### config.mk
export PLATFORM = sky130hd
export DESIGN_NAME = exc_seq_ctrl
export DESIGN_NICKNAME = d
export VERILOG_FILES = /design/src/rtl/exc_pkg.sv /design/src/rtl/exc_seq_ctrl.sv
export SDC_FILE = /design/constraint.sdc
export NUM_CORES = 1
export LEC_CHECK = 0
export ABC_AREA = 1
export BUFFER_PORTS_ARGS = -buffer_cell sky130_fd_sc_hd__clkbuf_2
export CAP_MARGIN = 15
export CORE_ASPECT_RATIO = 0.7
export CORE_MARGIN = 2
export CORE_UTILIZATION = 30
export CTS_CLUSTER_SIZE = 12
export DETAILED_ROUTE_END_ITERATION = 8
export PLACE_DENSITY = 0.59
export SYNTH_ARGS = -nofsm -noshare
export SYNTH_HDL_FRONTEND = slang
export SYNTH_SLANG_ARGS = --single-unit
### constraint.sdc
create_clock -name clk -period 1.45 [get_ports clk]
set_input_delay 0.29 -clock clk [delete_from_list [all_inputs] [get_ports clk]]
set_output_delay 0.29 -clock clk [all_outputs]
set_load 0.01 [all_outputs]
### src/rtl/exc_pkg.sv
// Shared definitions for the CP0 exception sequencer: FSM state type,
// CP0_CTRL pulse encodings and a small decode helper.
package exc_pkg;

  typedef enum logic [1:0] {
    S_IDLE   = 2'd0,
    S_DRAIN  = 2'd1,
    S_ENTER  = 2'd2,
    S_RETURN = 2'd3
  } exc_state_t;

  localparam logic [1:0] CP0_EXL_SET = 2'b10;
  localparam logic [1:0] CP0_EXL_CLR = 2'b01;
  localparam logic [1:0] CP0_NOP     = 2'b00;

  // CP0_CTRL pulse for a state; only ENTER/RETURN ever touch EXL, so 2'b11 is unreachable.
  function automatic logic [1:0] ctrl_for_state(input exc_state_t st);
    logic [1:0] v;
    case (st)
      S_ENTER:  v = CP0_EXL_SET;
      S_RETURN: v = CP0_EXL_CLR;
      default:  v = CP0_NOP;
    endcase
    return v;
  endfunction

endpackage

### src/rtl/exc_seq_ctrl.sv
// exc_seq_ctrl: sequences interrupt entry and ERET return for CP0.
// Interrupt entry waits for MEM-stage bus accesses to drain so EPC and the
// handler jump are precise. All outputs are registered and decoded from the
// state being entered, so they are Moore outputs of the current state.
// Optional feature macro: EXC_CNT_EN (adds the int_count port and counter).
module exc_seq_ctrl
  import exc_pkg::*;
#(
  parameter logic [31:0] HANDLER_ADDR = 32'h0000_4180,
  parameter int          CNT_W        = 16
) (
  input  logic             clk,
  input  logic             rst,
  input  logic             int_req,
  input  logic             id_valid,
  input  logic             id_eret,
  input  logic             mem_busy,
  input  logic [29:0]      cp0_epc,
  output logic [1:0]       cp0_ctrl,
  output logic             flush,
  output logic             hold_if,
  output logic             pc_redirect,
  output logic [29:0]      pc_target,
`ifdef EXC_CNT_EN
  output logic [CNT_W-1:0] int_count,
`endif
  output logic             exc_busy
);

  exc_state_t  r_state;
  exc_state_t  w_state_nxt;
  logic [29:0] w_target_nxt;
  logic [1:0]  r_cp0_ctrl;
  logic        r_flush;
  logic        r_hold_if;
  logic        r_pc_redirect;
  logic [29:0] r_pc_target;
  logic        r_exc_busy;

  // Next-state selection; ERET in ID outranks a simultaneous interrupt request.
  always_comb begin
    w_state_nxt = r_state;
    case (r_state)
      S_IDLE: begin
        if (id_valid && id_eret) begin
          w_state_nxt = S_RETURN;
        end else if (int_req && !mem_busy && id_valid) begin
          w_state_nxt = S_ENTER;
        end else if (int_req) begin
          w_state_nxt = S_DRAIN;
        end else begin
          w_state_nxt = S_IDLE;
        end
      end
      S_DRAIN: begin
        if (!int_req) begin
          w_state_nxt = S_IDLE;
        end else if (!mem_busy && id_valid) begin
          w_state_nxt = S_ENTER;
        end else begin
          w_state_nxt = S_DRAIN;
        end
      end
      S_ENTER:  w_state_nxt = S_IDLE;
      S_RETURN: w_state_nxt = S_IDLE;
      default:  w_state_nxt = S_IDLE;
    endcase
  end

  // Redirect target for the state being entered; EPC is captured on entry to RETURN.
  always_comb begin
    w_target_nxt = 30'd0;
    case (w_state_nxt)
      S_ENTER:  w_target_nxt = HANDLER_ADDR[31:2];
      S_RETURN: w_target_nxt = cp0_epc;
      default:  w_target_nxt = 30'd0;
    endcase
  end

  // State register and registered output decode of the state being entered.
  always_ff @(posedge clk) begin
    if (!rst) begin
      r_state       <= S_IDLE;
      r_cp0_ctrl    <= CP0_NOP;
      r_flush       <= 1'b0;
      r_hold_if     <= 1'b0;
      r_pc_redirect <= 1'b0;
      r_pc_target   <= 30'd0;
      r_exc_busy    <= 1'b0;
    end else begin
      r_state       <= w_state_nxt;
      r_cp0_ctrl    <= ctrl_for_state(w_state_nxt);
      r_flush       <= (w_state_nxt == S_ENTER) || (w_state_nxt == S_RETURN);
      r_hold_if     <= (w_state_nxt == S_DRAIN);
      r_pc_redirect <= (w_state_nxt == S_ENTER) || (w_state_nxt == S_RETURN);
      r_pc_target   <= w_target_nxt;
      r_exc_busy    <= (w_state_nxt != S_IDLE);
    end
  end

`ifdef EXC_CNT_EN
  logic [CNT_W-1:0] r_int_count;

  // Interrupts-taken counter: advances as ENTER is entered, so it is visible during ENTER.
  always_ff @(posedge clk) begin
    if (!rst) begin
      r_int_count <= {CNT_W{1'b0}};
    end else if (w_state_nxt == S_ENTER) begin
      r_int_count <= r_int_count + {{(CNT_W-1){1'b0}}, 1'b1};
    end else begin
      r_int_count <= r_int_count;
    end
  end

  assign int_count = r_int_count;
`endif

  assign cp0_ctrl    = r_cp0_ctrl;
  assign flush       = r_flush;
  assign hold_if     = r_hold_if;
  assign pc_redirect = r_pc_redirect;
  assign pc_target   = r_pc_target;
  assign exc_busy    = r_exc_busy;

endmodule

== After elaboration in Yosys (flattened, before gate mapping) ==
Index checks and enable logic that the tools add are counted.

* Register bits after elaboration: 37
* Bits in latches: 0
* RAM bits: 0
* Memory bits (read-only): 0
* Bits of input ports: 36
* Memories kept: 0

* $add $sub $neg: 0
* Multiply operators: 0
* Div/mod/pow operators: 0
* Order comparisons: 0
* Eq/ne operators: 6
* Shift-type cells: 0
* Mux-type cells: 8
* Bitwise logic cells: 0
* Reduce and logical (&&, ||, !) cells: 9

{| class="wikitable"
|+ Operators by type and width
! kind !! count
|-
| $pmux W30 S2 || 1
|-
| $eq A2 B2 Y1 const B || 4
|-
| $mux W2 || 4
|-
| $pmux W2 S3 || 1
|-
| $eq A2 B1 Y1 const B || 2
|-
| $logic_and A1 B1 Y1 || 4
|-
| $pmux W2 S2 || 1
|-
| $logic_not A2 Y1 || 1
|-
| $reduce_bool A2 Y1 || 1
|-
| $reduce_or A2 Y1 || 1
|-
| $logic_not A1 Y1 || 1
|-
| $logic_or A1 B1 Y1 || 1
|-
| $mux W1 || 1
|}

== Logic depth before layout (Yosys ltp) ==
* Depth in word-level cells: 8
* Mapped depth: 9
* Depth with buffers taken out: 8

== Least setup slack after synthesis ==
No wires, ideal clock.

* Path kind: register to register
* From: register r_state[0]
* To: register r_cp0_ctrl[0], in the netlist cp0_ctrl[0]
* Library setup time: 114 ps
* Arrival time: 1,009 ps
* Setup slack: 328 ps
* Stages on the path, launching flop included: 9
* Period minus slack after synthesis: 1,122 ps
* Cell sequence: dfxtp_1 inv_1 nand3_1 nand2_1 nand2_2 nor2_8 nand2_4 buf_6 inv_1

* Word-level cells in the longest chain between the ends: 5

{| class="wikitable"
|+ Ends and longest elaborated chain
! what !! RTL line !! source
|-
| start, declared || exc_seq_ctrl.sv:30 || <nowiki>exc_state_t r_state;</nowiki>
|-
| start signal, assigned || exc_seq_ctrl.sv:91 || <nowiki>r_state <= w_state_nxt;</nowiki>
|-
| $eq A2 B2 Y1 || exc_seq_ctrl.sv:43 || <nowiki>case (r_state)</nowiki>
|-
| $reduce_or A2 Y1 (no line) || n/a ||
|-
| $pmux W2 S3 * || exc_seq_ctrl.sv:43 ||
|-
| $eq A2 B2 Y1 || exc_pkg.sv:19 || <nowiki>case (st)</nowiki>
|-
| $pmux W2 S2 * || exc_pkg.sv:19 ||
|-
| end signal, assigned || exc_seq_ctrl.sv:92 || <nowiki>r_cp0_ctrl <= ctrl_for_state(w_state_nxt);</nowiki>
|-
| end, declared || exc_seq_ctrl.sv:33 || <nowiki>logic [1:0] r_cp0_ctrl;</nowiki>
|}

Every way passes the cells marked *; elsewhere a longest branch is shown, timed or not.
A chain may end at the register's enable or synchronous reset.

== Final worst setup path ==
* From: register r_state[0]
* To: register r_pc_target[10], in the netlist pc_target[10]

* Word-level cells in the longest chain between the ends: 5

{| class="wikitable"
|+ Ends and longest elaborated chain
! what !! RTL line !! source
|-
| $eq A2 B2 Y1 || exc_seq_ctrl.sv:43 ||
|-
| $reduce_or A2 Y1 (no line) || n/a ||
|-
| $pmux W2 S3 * || exc_seq_ctrl.sv:43 ||
|-
| $eq A2 B2 Y1 || exc_seq_ctrl.sv:73 || <nowiki>case (w_state_nxt)</nowiki>
|-
| $pmux W30 S2 * || exc_seq_ctrl.sv:73 ||
|-
| end signal, assigned || exc_seq_ctrl.sv:96 || <nowiki>r_pc_target <= w_target_nxt;</nowiki>
|-
| end, declared || exc_seq_ctrl.sv:37 || <nowiki>logic [29:0] r_pc_target;</nowiki>
|}

Marked as above.

==> impl_metrics.json <==
{
  "nets": 247,
  "yosysWarnings": 0,
  "r2r-end": "pc_target[10]$_SDFF_PN0_",
  "min-delay-start": "cp0_epc[15]",
  "hold_class": "in2reg",
  "synth_ff_type": "dfxtp_1",
  "row_count": 19,
  "via_count": 969,
  "fp.dieH_um": 57.3,
  "worstPathRequired_ps": 1660,
  "place.port_buffers": 71,
  "antenna_found_initial": 0,
  "die_w_um": 80.1,
  "grt_usage_pct": 10.3,
  "skew_ps": 4.36,
  "final_area_mm2": 0.00170,
  "tns_ps": 0,
  "grt_pass1_vias": 815,
  "netlist_instances": 136,
  "setup_viol": 0,
  "slew_violations": 0,
  "cp_top_family": "simple AND/OR/NAND/NOR gates",
  "total_leakage_power_nw": 1.02,
  "core-area_mm2": 0.00390,
  "cts_hold_buf": 0,
  "wl_per_cell_um": 8.81,
  "ant_nets": 0,
  "wl_mm": 2.33,
  "area_growth_syn_to_layout_pct": 39.9,
  "arrival_ps": 1480,
  "drc": 0,
  "dp.cells": 256,
  "critPathCaptureType": "register",
  "critPathMaxFanout": 28,
  "status": "finished clean",
  "r2r_cells": 7,
  "final-instance-count-excl-fill": 264,
  "hold_depth": 3,
  "synth_top_area_cell": "dfxtp_1",
  "grt_max_degree": 29,
  "ys_types": 14,
  "fmax_mhz": 791,
  "finalCritPeriodShare_pct": 87.1,
  "place_area_mm2": 0.00161,
  "rrSetupSlack_ps": 190,
  "synth_edf_count": 0,
  "power_mw": 1.96,
  "insertion_delay_ps": 280,
  "rsz0062_at_grt": "false",
  "htreeDepth": 2,
  "ctsResizeCount": 0,
  "place.gp.congestion": 0.724,
  "path_class": "reg2reg",
  "synth-seq-cells": 37,
  "worst_pin_slew_ps": 250,
  "via_per_inst": 3.67,
  "antenna_cells": 0,
  "start_kind": "register",
  "critPathMaxStageDelay_ps": 350,
  "cts_made_buffers": 5,
  "cts_setup_buffers": 0,
  "first_iter_violations": 13,
  "power_density_mw_per_mm2": 1150,
  "dpl.hpwl_mm": 1.80,
  "seq_area_um2": 741,
  "fill_cells": 439,
  "grt_pass1_wl_mm": 3.48,
  "cap_violations": 0,
  "yosysMostFrequentCell": "inv_1",
  "synth_top_area_share_pct": 60.9,
  "worstHoldEndpoint": "pc_target[15]$_SDFF_PN0_",
  "ir_drop_mv": 0.459,
  "dr.pass1.iters": 3,
  "crit_path_top_delay_cell": "dfxtp_1",
  "max_slew_margin_pct": 83.3,
  "synth_common_cells": "inv_1 (38), dfxtp_1 (37), nand2_1 (19), nor2_2 (19), nor2_1 (11)",
  "clkSinkCount": 37,
  "cts_tree": "built",
  "worst-path-buf-inv": 1,
  "grt-ovfl-total": 0,
  "ys_top_cells_by_area": "dfxtp_1 (61%), inv_1 (12%), nor2_2 (9.8%), nand2_1 (5.9%), nor2_1 (3.4%)",
  "clkSlewWorstSetupHoldPaths_ps": 70,
  "start_util_pct": 31.2,
  "fp.dieArea_mm2": 0.00459,
  "multi_input_area_um2": 312,
  "netlist_area_mm2": 0.00122,
  "drive_gt1_share_pct": 47.6,
  "cts_root_buffer": "clkbuf_8",
  "clk_path_buf_depth": 2,
  "final_util_pct": 43.6,
  "yosysSeqAreaShare_pct": 60.9,
  "hold_viol_final": 0,
  "ios": 72,
  "syn_nets": 172,
  "async_reset_ff_share_pct": 0,
  "crit_chain": "inv_1 -> nand3_1 -> nand2_1 -> nand2_2 -> nor2_8 -> nand2_8 -> nor2_1",
  "r2r_start": "r_state[0]$_SDFF_PN0_",
  "syn_avg_cell_area_um2": 8.94,
  "min_period_ps": 1260
}
cell usage in the layout, fill, tap and decap left out:
| master | Yosys | layout |
|---|---|---|
| inv_1 | 38 | 38 |
| nor2_2 | 19 | 19 |
| clkbuf_8 | 0 | 5 |
| nor2_8 | 1 | 1 |
| nand2_8 | 0 | 1 |
| nand4_1 | 1 | 1 |
| nor2_1 | 11 | 11 |
| clkinv_2 | 0 | 2 |
| nand2_2 | 1 | 1 |
| dfxtp_1 | 37 | 37 |
| clkbuf_2 | 0 | 71 |
| nand2_1 | 19 | 19 |
| clkinvlp_4 | 0 | 1 |
| nand3b_1 | 1 | 1 |
| a21oi_1 | 1 | 1 |
| nand3_1 | 3 | 3 |
metrics by stage:
step | setup WS (ps) | hold WS (ps)
finish | 186 | 197
global route | 61.2 | 188
CTS | 74.4 | 188
detailed placement | 62.7 | 492
global placement | 117 | 498
floorplan | 328 | 401
metal layers:
layer | GRT usage [%] | vias up | routed length [µm] | share of wire [%]
met2 | 15.6 | 36 | 1060 | 45
met4 | 5.08 | 0 | 27 | 1.2
met1 | 12.3 | 405 | 1040 | 45
met5 | 0 | - | 0 | 0
li1 | - | 526 | - | -
met3 | 4.91 | 2 | 197 | 8.5
flip-flops by register name (all words and copies together) (netlist names):
register     count
r_state          2
pc_target       30
exc_busy         1
pc_redirect      1
cp0_ctrl         2
hold_if          1
power by group:
group	internal [mW]	switching, mW	total, mW
Combinational	0.0884	0.120	0.208
Sequential	1.06	0.0140	1.07
Clock	0.331	0.346	0.677
Total	1.48	0.480	1.96
worst register-to-register path, delay by kind of cell (launching register included):
| family | cells | cell delay, ps |
|---|---|---|
| flip-flops | 1 | 350 |
| buffers and inverters | 1 | 70 |
| AND/OR/NAND/NOR | 6 | 770 |
cell type report:
type / instances / area share, %
Sequential cell: 37 / 43.5
Timing Repair Buffer: 71 / 20.9
Multi-Input combinational cell: 58 / 18.3
Inverter: 38 / 8.38
Clock buffer: 5 / 4.04
Tap cell: 52 / 3.82
Clock inverter: 3 / 1.03
cell families after synthesis:
| group | count (synthesis) | share of synthesized area [%] |
|---|---|---|
| AO/OA/AOI/OAI | 1 | 0.411 |
| AND/OR/NAND/NOR | 57 | 24.5 |
| buffers and inverters | 41 | 14.2 |
| flip-flops | 37 | 60.9 |
worst max path at each step:
stage / start / to / cells past startpoint
finish: r_state[0]$_SDFF_PN0_ / pc_target[10]$_SDFF_PN0_ / 7
global route: r_state[0]$_SDFF_PN0_ / pc_target[15]$_SDFF_PN0_ / 7
CTS: r_state[0]$_SDFF_PN0_ / pc_target[18]$_SDFF_PN0_ / 7
detailed placement: id_valid / pc_target[11]$_SDFF_PN0_ / 7
global placement: id_valid / pc_target[15]$_SDFF_PN0_ / 7
floorplan: r_state[0]$_SDFF_PN0_ / cp0_ctrl[0]$_SDFF_PN0_ / 8
Note: power is estimated with default switching activity, not from simulation.
